## src/rtl/jtag_seq_pkg.sv

```systemverilog
`default_nettype none
// +----------------------------------------------------------------------------+
// | jtag_seq_pkg : opcodes, header field positions and FSM states shared by     |
// |                the JTAG shift sequencer.                                    |
// | Revision     : 1.0                                                          |
// +----------------------------------------------------------------------------+
package jtag_seq_pkg;

    localparam logic [1:0] OP_SET_DIV = 2'b00;
    localparam logic [1:0] OP_PINS    = 2'b01;
    localparam logic [1:0] OP_SHIFT   = 2'b10;
    localparam logic [1:0] OP_RSVD    = 2'b11;

    localparam int HDR_OP_MSB   = 7;
    localparam int HDR_OP_LSB   = 6;
    localparam int HDR_CAP_BIT  = 5;
    localparam int HDR_DIV_MSB  = 5;
    localparam int HDR_LEN_MSB  = 2;
    localparam int HDR_TRST_BIT = 1;
    localparam int HDR_SRST_BIT = 0;

    typedef enum logic [2:0] {
        ST_IDLE    = 3'd0,
        ST_GET_TMS = 3'd1,
        ST_GET_TDI = 3'd2,
        ST_TCK_LO  = 3'd3,
        ST_TCK_HI  = 3'd4,
        ST_EMIT    = 3'd5
    } seq_state_e;

    function automatic logic is_cmd_state(input seq_state_e s);
        return (s == ST_IDLE) || (s == ST_GET_TMS) || (s == ST_GET_TDI);
    endfunction

endpackage
`default_nettype wire

```

## src/rtl/jtag_tck_gen.sv

```systemverilog
`default_nettype none
// +----------------------------------------------------------------------------+
// | jtag_tck_gen : half-period down counter; flags the last clk cycle of each  |
// |                TCK low and high phase.                                      |
// | Revision     : 1.0                                                          |
// +----------------------------------------------------------------------------+
module jtag_tck_gen #(
    parameter int DIV_W = 6
) (
    input  logic             clk,
    input  logic             rst_i,
    input  logic             load_i,
    input  logic [DIV_W-1:0] div_i,
    input  logic             active_i,
    input  logic             hi_phase_i,
    output logic             lo_done_o,
    output logic             hi_done_o
);

    logic [DIV_W-1:0] cnt_q;
    logic [DIV_W-1:0] cnt_d;
    logic             w_expired;

    always_comb begin
        cnt_d = cnt_q;
        if (load_i) begin
            cnt_d = div_i;
        end else if (cnt_q != '0) begin
            cnt_d = cnt_q - 1'b1;
        end
    end

    always_ff @(posedge clk or posedge rst_i) begin
        if (rst_i) begin
            cnt_q <= '0;
        end else begin
            cnt_q <= cnt_d;
        end
    end

    // Each phase is loaded on entry, so a zero count marks its final cycle.
    assign w_expired = active_i && (cnt_q == '0);
    assign lo_done_o = w_expired && !hi_phase_i;
    assign hi_done_o = w_expired && hi_phase_i;

endmodule
`default_nettype wire

```

## src/rtl/jtag_shift_sequencer.sv

```systemverilog
`default_nettype none
// +----------------------------------------------------------------------------+
// | jtag_shift_sequencer : byte-command JTAG sequencer; decodes header/payload |
// |                        bytes, clocks 1..8 TAP bits, returns TDO bytes.     |
// | Revision             : 1.0                                                  |
// +----------------------------------------------------------------------------+
module jtag_shift_sequencer
    import jtag_seq_pkg::*;
#(
    parameter logic [5:0] DIV_RESET   = 6'd3,
    parameter int         SYNC_STAGES = 2
) (
    input  logic       clk,
    input  logic       rst_i,
    input  logic [7:0] cmd_data_i,
    input  logic       cmd_valid_i,
    output logic       cmd_ready_o,
    output logic [7:0] rsp_data_o,
    output logic       rsp_valid_o,
    input  logic       rsp_ready_i,
    output logic       tck,
    output logic       tms,
    output logic       tdi,
    output logic       trst,
    output logic       srst,
    input  logic       tdo,
    output logic       busy_o
);

    seq_state_e             state_q, state_d;
    logic                   cmd_ready_q;
    logic [5:0]             div_q;
    logic                   trst_q, srst_q;
    logic                   cap_en_q;
    logic [2:0]             last_bit_q;
    logic [2:0]             bit_q;
    logic [7:0]             tms_sh_q, tdi_sh_q;
    logic                   tck_q, tms_q, tdi_q;
    logic [7:0]             cap_q;
    logic [7:0]             rsp_data_q;
    logic                   rsp_valid_q;
    logic [SYNC_STAGES-1:0] sync_q;

    logic       w_accept, w_load, w_lo_done, w_hi_done, w_last, w_tdo_s;
    logic [1:0] w_op;
    logic [7:0] w_cap_next;

    assign w_accept = cmd_valid_i && cmd_ready_q;
    assign w_op     = cmd_data_i[HDR_OP_MSB:HDR_OP_LSB];
    assign w_last   = (bit_q == last_bit_q);
    assign w_tdo_s  = sync_q[SYNC_STAGES-1];

    jtag_tck_gen #(.DIV_W(6)) u_tck_gen (
        .clk        (clk),
        .rst_i      (rst_i),
        .load_i     (w_load),
        .div_i      (div_q),
        .active_i   ((state_q == ST_TCK_LO) || (state_q == ST_TCK_HI)),
        .hi_phase_i (state_q == ST_TCK_HI),
        .lo_done_o  (w_lo_done),
        .hi_done_o  (w_hi_done)
    );

    always_ff @(posedge clk or posedge rst_i) begin
        if (rst_i) begin
            state_q <= ST_IDLE;
        end else begin
            state_q <= state_d;
        end
    end

    always_comb begin
        state_d = state_q;
        w_load  = 1'b0;
        case (state_q)
            ST_IDLE:    if (w_accept && (w_op == OP_SHIFT)) state_d = ST_GET_TMS;
            ST_GET_TMS: if (w_accept) state_d = ST_GET_TDI;
            ST_GET_TDI: if (w_accept) begin
                state_d = ST_TCK_LO;
                w_load  = 1'b1;
            end
            ST_TCK_LO:  if (w_lo_done) begin
                state_d = ST_TCK_HI;
                w_load  = 1'b1;
            end
            ST_TCK_HI:  if (w_hi_done) begin
                if (!w_last) begin
                    state_d = ST_TCK_LO;
                    w_load  = 1'b1;
                end else if (cap_en_q) begin
                    state_d = ST_EMIT;
                end else begin
                    state_d = ST_IDLE;
                end
            end
            ST_EMIT:    if (rsp_ready_i) state_d = ST_IDLE;
            default:    state_d = ST_IDLE;
        endcase
    end

    always_comb begin
        w_cap_next        = cap_q;
        w_cap_next[bit_q] = w_tdo_s;
    end

    always_ff @(posedge clk or posedge rst_i) begin
        if (rst_i) begin
            cmd_ready_q <= 1'b0;
            div_q       <= DIV_RESET;
            trst_q      <= 1'b0;
            srst_q      <= 1'b0;
            cap_en_q    <= 1'b0;
            last_bit_q  <= 3'd0;
            bit_q       <= 3'd0;
            tms_sh_q    <= 8'd0;
            tdi_sh_q    <= 8'd0;
            tck_q       <= 1'b0;
            tms_q       <= 1'b1;
            tdi_q       <= 1'b0;
            cap_q       <= 8'd0;
            rsp_data_q  <= 8'd0;
            rsp_valid_q <= 1'b0;
            sync_q      <= '0;
        end else begin
            sync_q      <= {sync_q[SYNC_STAGES-2:0], tdo};
            // Dropping ready for a cycle after every accept keeps it from leaking into TCK_LO.
            cmd_ready_q <= is_cmd_state(state_q) && !w_accept;
            tck_q       <= (state_d == ST_TCK_HI);

            if (w_accept && (state_q == ST_IDLE)) begin
                case (w_op)
                    OP_SET_DIV: div_q <= cmd_data_i[HDR_DIV_MSB:0];
                    OP_PINS: begin
                        trst_q <= cmd_data_i[HDR_TRST_BIT];
                        srst_q <= cmd_data_i[HDR_SRST_BIT];
                    end
                    OP_SHIFT: begin
                        cap_en_q   <= cmd_data_i[HDR_CAP_BIT];
                        last_bit_q <= cmd_data_i[HDR_LEN_MSB:0];
                    end
                    default: ;
                endcase
            end

            if (w_accept && (state_q == ST_GET_TMS)) begin
                tms_sh_q <= cmd_data_i;
            end

            if (w_accept && (state_q == ST_GET_TDI)) begin
                tms_q    <= tms_sh_q[0];
                tdi_q    <= cmd_data_i[0];
                tms_sh_q <= tms_sh_q >> 1;
                tdi_sh_q <= cmd_data_i >> 1;
                bit_q    <= 3'd0;
                cap_q    <= 8'd0;
            end

            if ((state_q == ST_TCK_HI) && w_hi_done) begin
                cap_q <= w_cap_next;
                if (!w_last) begin
                    bit_q    <= bit_q + 3'd1;
                    tms_q    <= tms_sh_q[0];
                    tdi_q    <= tdi_sh_q[0];
                    tms_sh_q <= tms_sh_q >> 1;
                    tdi_sh_q <= tdi_sh_q >> 1;
                end else if (cap_en_q) begin
                    rsp_data_q  <= w_cap_next;
                    rsp_valid_q <= 1'b1;
                end
            end

            if ((state_q == ST_EMIT) && rsp_ready_i) begin
                rsp_valid_q <= 1'b0;
            end
        end
    end

    assign cmd_ready_o = cmd_ready_q;
    assign rsp_data_o  = rsp_data_q;
    assign rsp_valid_o = rsp_valid_q;
    assign tck         = tck_q;
    assign tms         = tms_q;
    assign tdi         = tdi_q;
    assign trst        = trst_q;
    assign srst        = srst_q;
    assign busy_o      = (state_q != ST_IDLE);

endmodule
`default_nettype wire

```

## config.mk

```make
export PLATFORM = sky130hd
export DESIGN_NAME = jtag_shift_sequencer
export DESIGN_NICKNAME = d
export VERILOG_FILES = /design/src/rtl/jtag_seq_pkg.sv /design/src/rtl/jtag_tck_gen.sv /design/src/rtl/jtag_shift_sequencer.sv
export SDC_FILE = /design/constraint.sdc
export NUM_CORES = 1
export LEC_CHECK = 0
export ABC_AREA = 1
export BUFFER_PORTS_ARGS = -buffer_cell sky130_fd_sc_hd__buf_2
export CAP_MARGIN = 40
export CORE_MARGIN = 1.5
export CORE_UTILIZATION = 59
export CTS_CLUSTER_DIAMETER = 150
export DETAILED_ROUTE_END_ITERATION = 8
export GPL_ROUTABILITY_DRIVEN = 0
export PLACE_DENSITY = 0.84
export REMOVE_ABC_BUFFERS = 1
export SYNTH_ARGS = -nofsm -noshare
export SYNTH_HDL_FRONTEND = slang
export SYNTH_SLANG_ARGS = --single-unit
export TNS_END_PERCENT = 10
```

## constraint.sdc

```tcl
create_clock -name clk -period 3 [get_ports clk]
set_clock_uncertainty 0.2 [all_clocks]
set_input_delay 0.75 -clock clk [delete_from_list [all_inputs] [get_ports clk]]
set_output_delay 0.75 -clock clk [all_outputs]
set_load 0.03 [all_outputs]
```

==> summary.md, run 1 <==
| Metric | Value |
|---|---|
| Worst Hold Class | flop to flop |
| Crit path to | bit_q[0] |
| Design area | 3400 um^2 |
| CP Launch Type | flop |
| Clock Tree Root | clkbuf_8 |
| Final hold vios | 0 |
| Vias in the first global route | 2202 |
| Avg Vias per Cell | 5.16 |
| R2r setup slk | 740 ps |
| DRT Wirelength | 6000 um |
| Reg2Reg Depth | 7 |
| Hold Path Stages | 0 |
| DRC violations left | 0 |
| Worst-path clk slew | around 70 ps |
| Top Layer Used | met4 |
| Sw power | 1.18 mW |
| Fraction of layout cells with a size suffix above 1 | 0.181 |
| Post-DP HPWL | 4160 um |
| Max cap viols | 0 |
| Cell mode on critical path | nand2_2 |
| PortBufs | 28 |
| Final Max Tran Viols | 0 |
| # setup viols final | 0 |
| Sequential fraction of the synthesis area | 0.516 |
| Critical path startpoint | u_tck_gen.cnt_q[0] |
| Chip width | 75.1 um |
| CP max stage delay | 380 ps |
| Core area | roughly 5000 um^2 |
| CTS Buf Count | 9 |
| Crit-path slowest cell | nand2_2 |
| Mapped Area | 3060 um^2 |
| VDD IR max | roughly 0.53 mV |
| Post-synth ARST share | 1.00 |
| Tmin final | 2260 ps |
| CP Cell Sequence | inv_1 > ha_1 > nand3_4 > nor2_4 > nand2_2 > nand2_2 > o21ai_0 |
| Cell Area, Placed | 3220 um^2 |
| Starting Density | 0.607 |
| Switching share of total power | 0.386 |
| Clk network pwr share | 0.213 |
| Reg2reg end | bit_q[0] |
| Worst-Margin Slew | slightly below 600 ps |
| H-tree depth | 3 |
| Crit end category | flop |
| Die Area | 5630 um^2 |
| Crit path buf inv count | 1 |
| RSZ-0062 raised after global routing | false |
| Critical path arrival | approximately 2300 ps |
| Max Clock Freq | 442 MHz |
| CP required | 3010 ps |
| Antenna violations before repair | 0 |
| Crit path depth | 7 |
| # clock sinks | 63 |
| Post-CTS setup buffer count | 0 |
| Metal3 WL | about 270 um |
| Hold path start | sync_q[0] |
| Synth top area share | 0.490 |
| Combinational share of power | 0.344 |
| Most common cell in the netlist | nand2_1 |
| Tcrit/Tclk final | 0.754 |
| FP Rows | 26 |
| Number of synthesized flops with an enable pin | 0 |
| Area contributors post-synth | dfrtp_1, nand2_1, nand3_1 |
| Sequential power share | 0.443 |
| Largest area contributor in the netlist | dfrtp_1 |
| Die H | around 75 um |
| Final antenna-violating net count | 0 |
| DR vias | about 2.4k |
| Prevailing post-synth register cell | dfrtp_1 |
| DR iter-0 viols | 134 |
| GR Overflow Total | 0 |
| CP Class | flop to flop |
| R2r startpoint | u_tck_gen.cnt_q[0] |
| #FFs+latches synth | 63 |
| YS warnings | 0 |
| Post-Route Setup TNS | 0 ps |
| Cell Int Power | 1.88 mW |
| Pin count of the biggest net entering global routing | 43 |
| Status | finished, final reports clean |
| Cells after synthesis | 363 |
| Post-CTS Resized | 0 |
| Crit-path max FO | 29 |
| Pwr/cell area | 899 nW/um^2 |
| Total GRT Usage | 0.235 |
| Commonest cells in the netlist | nand2_1, dfrtp_1, inv_1, nand3_1, o21ai_0 |
| Wire length on met2 | 2880 um |
| DR WL/cell | 12.9 um |
| Core Util, Final | 0.674 |
| Rel. slew slack | 0.612 |
| First drt pass iteration count | 4 |
| CTS tree | yes |
| CTS Buffer Depth | 2 |
| Diode count | 0 |
| I/O pin count | 29 |
| Hold bufs inserted after CTS | 0 |
| First-pass GRT wire length | 9840 um |
| Metal-1 WL | ~2700 um |
| Syn Area/Cell | 8.44 um^2 |
| Area delta synth->final | 11.0% |
| Critical path's top delay family | simple AND/OR/NAND/NOR gates |
| Nets | 408 |
| Clk_lat worst skew | approximately 340 ps |
| Yosys cell types | 32 |
| Pleak | 1.71 nW |
through the flow:
stage	cells	total power, mW	hold WS [ps]	setup slack [ps]
5_1_grt	467	3.29	184	512
3_5_place_dp	451	2.41	163	765
4_1_cts	467	3.08	178	743
2_1_floorplan	352	2.15	131	485
3_3_place_gp	451	2.36	137	841
6_report	467	3.06	168	739
area by class of cell:
cell class | instances | area (um^2)
Inverter | 44 | 169
Clock inverter | 3 | 17.5
Fill cell | 403 | 1640
Clock buffer | 13 | 159
Tap cell | 70 | 87.6
Timing Repair Buffer | 29 | 160
Multi-Input combinational cell | 245 | 1230
Sequential cell | 63 | 1580
metal layers:
layer / up-vias / GRT usage
met5: - / 0
met4: 0 / 0.115
met2: 50 / 0.389
met1: 1115 / 0.298
met3: 12 / 0.0442
li1: 1232 / -
registers in the layout, summed over array words and instances (netlist names), 2 cells and up:
name,flops
cap_q,8
bit_q,3
rsp_data_o,8
u_tck_gen.cnt_q,6
sync_q,2
tms_sh_q,8
div_q,6
tdi_sh_q,8
last_bit_q,3
state_q,3
placed cells by master (no fill, tap or decap):
cell type / Yosys / routed
nor3_2: 1 / 1
nor2_1: 22 / 22
o21ai_0: 29 / 29
a21oi_1: 3 / 3
o21ai_2: 8 / 8
nand2_2: 2 / 2
clkinv_2: 1 / 3
buf_12: 0 / 1
clkbuf_1: 1 / 2
dfstp_2: 3 / 3
ha_1: 3 / 3
clkinvlp_4: 0 / 1
inv_1: 37 / 36
inv_2: 5 / 6
nand3_1: 32 / 32
nor2_2: 1 / 1
nor3_1: 1 / 1
nand3_4: 2 / 2
a211oi_1: 1 / 1
clkbuf_8: 0 / 11
xor2_1: 2 / 2
o21bai_1: 1 / 1
o22ai_1: 3 / 3
o21ai_1: 13 / 13
o211ai_1: 1 / 1
dfrtp_1: 60 / 60
a31oi_1: 7 / 7
nor2_4: 4 / 4
nand4_1: 4 / 4
buf_2: 4 / 28
xnor2_1: 3 / 3
nand2_1: 102 / 102
inv_4: 1 / 1
worst register-to-register path, stage by stage, from the launching register on:
cell,delay [ps]
dfrtp_1,370
inv_1,150
ha_1,230
nand3_4,160
nor2_4,150
nand2_2,350
nand2_2,390
o21ai_0,140
power groups by stage:
stage,Sequential [mW],Combinational (mW),Clock (mW)
3_3_place_gp,1.35,1.01,0
3_5_place_dp,1.36,1.05,0
4_1_cts,1.35,1.06,0.668
5_1_grt,1.39,1.20,0.700
6_report,1.35,1.05,0.653
2_1_floorplan,1.39,0.769,0
cells by family (layout without fill, tap and decap cells):
group | count (synthesis) | in the layout | share of synthesized area
compound gates | 66 | 66 | 0.124
xor+xnor | 5 | 5 | 0.0143
fa+ha+maj | 3 | 3 | 0.0123
buf+inv | 55 | 89 | 0.0837
flops | 63 | 63 | 0.516
simple gates | 171 | 171 | 0.250
worst min path at each step:
| stage | endpoint |
|---|---|
| final | sync_q[1] |
| after global routing | sync_q[1] |
| after CTS | sync_q[1] |
| after detailed placement | sync_q[1] |
| after global placement | sync_q[1] |
| after floorplan | sync_q[1] |
(Power assumes the default switching activity.)
==> run 2: changes to the inputs <==
==> constraint.sdc (replaced) <==
create_clock -name clk -period 2.35 [get_ports clk]
set_clock_uncertainty 0.2 [all_clocks]
set_input_delay 0.5875 -clock clk [delete_from_list [all_inputs] [get_ports clk]]
set_output_delay 0.5875 -clock clk [all_outputs]
set_load 0.03 [all_outputs]
==> run 2 against run 1 <==
Hold slack got worse by 98 ps. Sequential share of layout area increased by 0.051 points. Sequential cell count unchanged. Cell area decreased by 0.11%. Count of clock-buffer cells in the layout decreased by 1. Clock power increased by 18%. Sequential power increased by 28%. Register-to-register slack got worse by 440 ps. Cell count increased by 0.43%. Critical endpoint is now tdi_sh_q[6].
==> summary.md, run 2 (synthesized netlist as in run 1, its figures left out) <==
| Metric | Value |
|---|---|
| Worst hold slack | 70.1 ps |
| DRT Wirelength | 6190 um |
| Tcrit/Tclk final | 0.874 |
| # clock sinks | 63 |
| Antenna violations before repair | 0 |
| Final antenna-violating net count | 0 |
| Max Clock Freq | roughly 500 MHz |
| # setup viols final | 0 |
| Chip width | 75.1 um |
| PortBufs | 28 |
| Post-CTS Resized | 0 |
| Tmin final | 2050 ps |
| Core area | 5040 um^2 |
| Status | finished, final reports clean |
| Fraction of layout cells with a size suffix above 1 | 0.183 |
| Critical path arrival | 2060 ps |
| Rel. slew slack | 0.688 |
| Worst Hold Class | input pin to asynchronous set/reset pin |
| Crit end category | flop |
| DR vias | between 2k and 2.5k |
| DR iter-0 viols | 115 |
| Worst-path clk slew | 70 ps |
| Final WS setup | 297 ps |
| Worst-Margin Slew | 467 ps |
| GR Overflow Total | 0 |
| Total GRT Usage | 0.240 |
| H-tree depth | 3 |
| Starting Density | 0.607 |
| DRC violations left | 0 |
| Pin count of the biggest net entering global routing | 30 |
| Avg Vias per Cell | roughly 5.3 |
| Pwr/cell area | 1140 nW/um^2 |
| Hold bufs inserted after CTS | 0 |
| Commonest non-fill, non-tap cell in the layout | nand2_1 |
| CTS tree | yes |
| Die Area | 5630 um^2 |
| DR WL/cell | 13.2 um |
| Pleak | 1.71 nW |
| Crit-path max FO | 16 |
| Reg2Reg Depth | 8 |
| Die H | between 70 and 80 um |
| RSZ-0062 raised after global routing | false |
| Design area | between 3000 and 4000 um^2 |
| First-pass GRT wire length | 10100 um |
| Post-CTS setup buffer count | 0 |
| Vias in the first global route | 2315 |
| Area delta synth->final | 10.9% |
| VDD IR max | approximately 0.64 mV |
| Diode count | 0 |
| CTS Buffer Depth | 2 |
| Fill cells | about 410 |
| Final hold vios | 0 |
| CP required | 2360 ps |
| First drt pass iteration count | 4 |
| Cell Area, Placed | around 3200 um^2 |
| Dpl ws | 317 ps |
| CTS Buf Count | 9 |
| Final Max Tran Viols | 0 |
| Nets | 410 |
| Max cap viols | 0 |
| CP Class | flop to flop |
| Clock Tree Root | clkbuf_8 |
| Most frequent cells in the layout | nand2_1, dfrtp_1, inv_1, nand3_1, o21ai_0 |
| FP Rows | 26 |
| Clk_lat worst skew | 330 ps |
| Core Util, Final | 0.673 |
| I/O pin count | 29 |
| Post-DP HPWL | 4380 um |
| CP Launch Type | flop |
run 2: through the flow:
| stage | total power, mW | instances | setup TNS, ps |
|---|---|---|---|
| finish | 3.86 | 469 | 0 |
| global route | 4.16 | 469 | 0 |
| detailed placement | 3.09 | 453 | 0 |
| floorplan | 2.75 | 352 | -137 |
| CTS | 3.87 | 469 | 0 |
| global placement | 3.01 | 453 | 0 |
run 2: worst max-delay path, stage by stage (launching register included):
cell and delay (ps):
dfrtp_1 380, inv_1 150, ha_1 220, nand3_4 160
nor2_4 150, nand2_2 230, buf_4 280, o211ai_1 90
o21ai_1 90
run 2: path summary, 6_finish.rpt:
check	startpoint	endpoint	slack, ps
max	u_tck_gen.cnt_q[0]	tdi_sh_q[6]	300
min	rst_i	rsp_data_o[6]	70
max reg2reg	u_tck_gen.cnt_q[0]	tdi_sh_q[6]	300
min reg2reg	sync_q[0]	sync_q[1]	150
max in group asynchronous	rst_i	tms	1290
min in group clk	sync_q[0]	sync_q[1]	150
run 2: area by class of cell:
class | count | area (um^2) | share of cell area
Inverter | 44 | 169 | 0.0497
Clock buffer | 12 | 135 | 0.0398
Clock inverter | 4 | 22.5 | 0.00663
Multi-Input combinational cell | 245 | 1230 | 0.361
Timing Repair Buffer | 31 | 175 | 0.0516
Tap cell | 70 | 87.6 | 0.0258
Sequential cell | 63 | 1580 | 0.465
run 2: where the power goes:
part,internal (mW),switching [mW]
registers,1.47,0.266
logic,0.491,0.865
clock network,0.378,0.394
total,2.34,1.53
run 2: per-layer routing:
layer | GRT usage | share of wire | up-vias
met5 | 0 | 0 | -
met4 | 0.0768 | 0.010 | 0
met3 | 0.0643 | 0.038 | 7
met2 | 0.409 | 0.51 | 54
met1 | 0.296 | 0.44 | 1196
li1 | - | - | 1240
==> run 3: changes to the inputs <==
--- a/config.mk
+++ b/config.mk
@@ -13,7 +13,7 @@
 export CTS_CLUSTER_DIAMETER = 150
 export DETAILED_ROUTE_END_ITERATION = 8
 export GPL_ROUTABILITY_DRIVEN = 0
-export PLACE_DENSITY = 0.84
+export PLACE_DENSITY = 0.79
 export REMOVE_ABC_BUFFERS = 1
 export SYNTH_ARGS = -nofsm -noshare
 export SYNTH_HDL_FRONTEND = slang
==> constraint.sdc (replaced) <==
create_clock -name clk -period 2.35 [get_ports clk]
set_clock_uncertainty 0.2 [all_clocks]
set_input_delay 0 -clock clk [delete_from_list [all_inputs] [get_ports clk]]
set_output_delay 0 -clock clk [all_outputs]
set_load 0.03 [all_outputs]
==> run 3 against run 2 <==
Hold slack better by 5.9 ps. Combinational power is 4% higher. Utilization is 4.9 points higher. Sequential power hardly changed. Sequential cell count stayed put. Worst setup slack worse by 79 ps. Largest cell class unchanged. Highest routed layer unchanged.
==> summary.md, run 3 (synthesized netlist as in run 1, its figures left out) <==
| Metric | Value |
|---|---|
| Clk_lat worst skew | approximately 340 ps |
| FP Rows | 26 |
| DRT Wirelength | about 6500 um |
| H-tree depth | 3 |
| Total GRT Usage | 0.256 |
| Pleak | 1.80 nW |
| Critical path arrival | 2180 ps |
| Max Clock Freq | approximately 470 MHz |
| Fraction of layout cells with a size suffix above 1 | 0.180 |
| Starting Density | 0.607 |
| Die H | around 75 um |
| Max cap viols | 0 |
| First-pass GRT wire length | 10800 um |
| PortBufs | 28 |
| First drt pass iteration count | 5 |
| Vias in the first global route | 2450 |
| Die Area | 5630 um^2 |
| Area delta synth->final | 18.9% |
| # clock sinks | 63 |
| DRC violations left | 0 |
| CTS Buf Count | 9 |
| CP Cell Sequence | inv_2 > nand3_1 > nor2_4 > nand2_1 > dlygate4sd3_1 > a31oi_1 |
| Worst Hold Class | input pin to asynchronous set/reset pin |
| RSZ-0062 raised after global routing | false |
| DR iter-0 viols | roughly 130 |
| R2r setup slk | 220 ps |
| Final hold vios | 0 |
| Worst-path clk slew | 70 ps |
| GR Overflow Total | 0 |
| Final WS setup | 218 ps |
| Rel. slew slack | 0.592 |
| Final Max Tran Viols | 0 |
| Post-DP HPWL | 4310 um |
| Tcrit/Tclk final | 0.907 |
| Critical path's top delay family | buffers and inverters |
| CTS Buffer Depth | 2 |
| # setup viols final | 0 |
| Post-Route Setup TNS | 0 ps |
| Pwr/cell area | 1160 nW/um^2 |
| Crit-path slowest cell | dlygate4sd3_1 |
| I/O pin count | 29 |
| Antenna violations before repair | 0 |
| Clock Tree Root | clkbuf_8 |
| Commonest non-fill, non-tap cell in the layout | nand2_1 |
| Most frequent cells in the layout | nand2_1, dfrtp_1, inv_1, nand3_1, o21ai_0 |
| Chip width | 75.1 um |
| Post-CTS setup buffer count | 0 |
| Diode count | 0 |
| Pin count of the biggest net entering global routing | 36 |
| Nets | 427 |
| CP Launch Type | flop |
| Core area | 5040 um^2 |
| Status | finished, final reports clean |
| Final antenna-violating net count | 0 |
| Crit path buf inv count | 2 |
| Worst-Margin Slew | slightly above 600 ps |
| CP required | 2400 ps |
| Dpl ws | 380 ps |
| DR vias | 2553 |
| Crit-path max FO | 10 |
| CP max stage delay | 570 ps |
| VDD IR max | 0.816 mV |
| Avg Vias per Cell | 5.25 |
| CTS tree | yes |
| Total power | 4.22 mW |
| CP Class | flop to flop |
| DR WL/cell | about 13 um |
| Crit end category | flop |
| Tmin final | approximately 2100 ps |
-- run 3: changes by cell type in the layout (fill, tap and decap cells not counted), sizes merged --
cell and change:
dlygate4sd3 +18, bufinv +2, clkinv -2, buf -1, clkbuf -1, clkinvlp +1
-- run 3: per-stage QoR --
step                      instances  hold slack [ps]   util  instance area, um^2
after floorplan                 352             -169      -                 2980
after global placement          452            -92.0  0.641                 3230
after detailed placement        452            -80.7  0.641                 3230
after CTS                       486             91.5  0.722                 3640
after global routing            486              131  0.722                 3640
final                           486             76.0  0.722                 3640
-- run 3: worst paths after layout --
check | start | cells after the start | to
setup / recovery | state_q[2] | 6 | tdi_sh_q[4]
hold / removal | rst_i | 3 | rsp_data_o[4]
setup reg to reg | state_q[2] | 6 | tdi_sh_q[4]
hold reg to reg | sync_q[0] | 0 | sync_q[1]
max in group asynchronous | rst_i | 4 | tms
min in group clk | tdo | 2 | sync_q[0]
-- run 3: worst min-delay path, delay by kind of cell --
| family | cells | cell delay (ps) |
|---|---|---|
| buffers and inverters | 3 | 1090 |
-- run 3: cell type report --
| class | count | area, um^2 |
|---|---|---|
| repair buffers | 48 | 348 |
| multi-input cells | 245 | 1230 |
| inverters | 44 | 169 |
| clock inverters | 5 | 80.1 |
| flip-flops and latches | 63 | 1580 |
| fillers | 376 | 1400 |
| well taps | 70 | 87.6 |
| clock buffers | 11 | 151 |
-- run 3: per-layer routing --
metal	vias to the layer above	global-route usage	share of wire
li1	1269	-	-
met2	52	0.427	0.50
met5	-	0	0
met1	1218	0.319	0.45
met4	0	0.0929	0.018
met3	14	0.0723	0.036
-- run 3: report_power, final --
group	leakage [nW]	internal (mW)	switching (mW)
Combinational	0.889	0.516	0.893
Sequential	0.798	1.47	0.269
Clock	0.112	0.653	0.427
-- run 3: repair_timing --
action                    CTS  global route
hold endpoints to repair   62             0
resized for setup           0             0
hold buffers               18             0
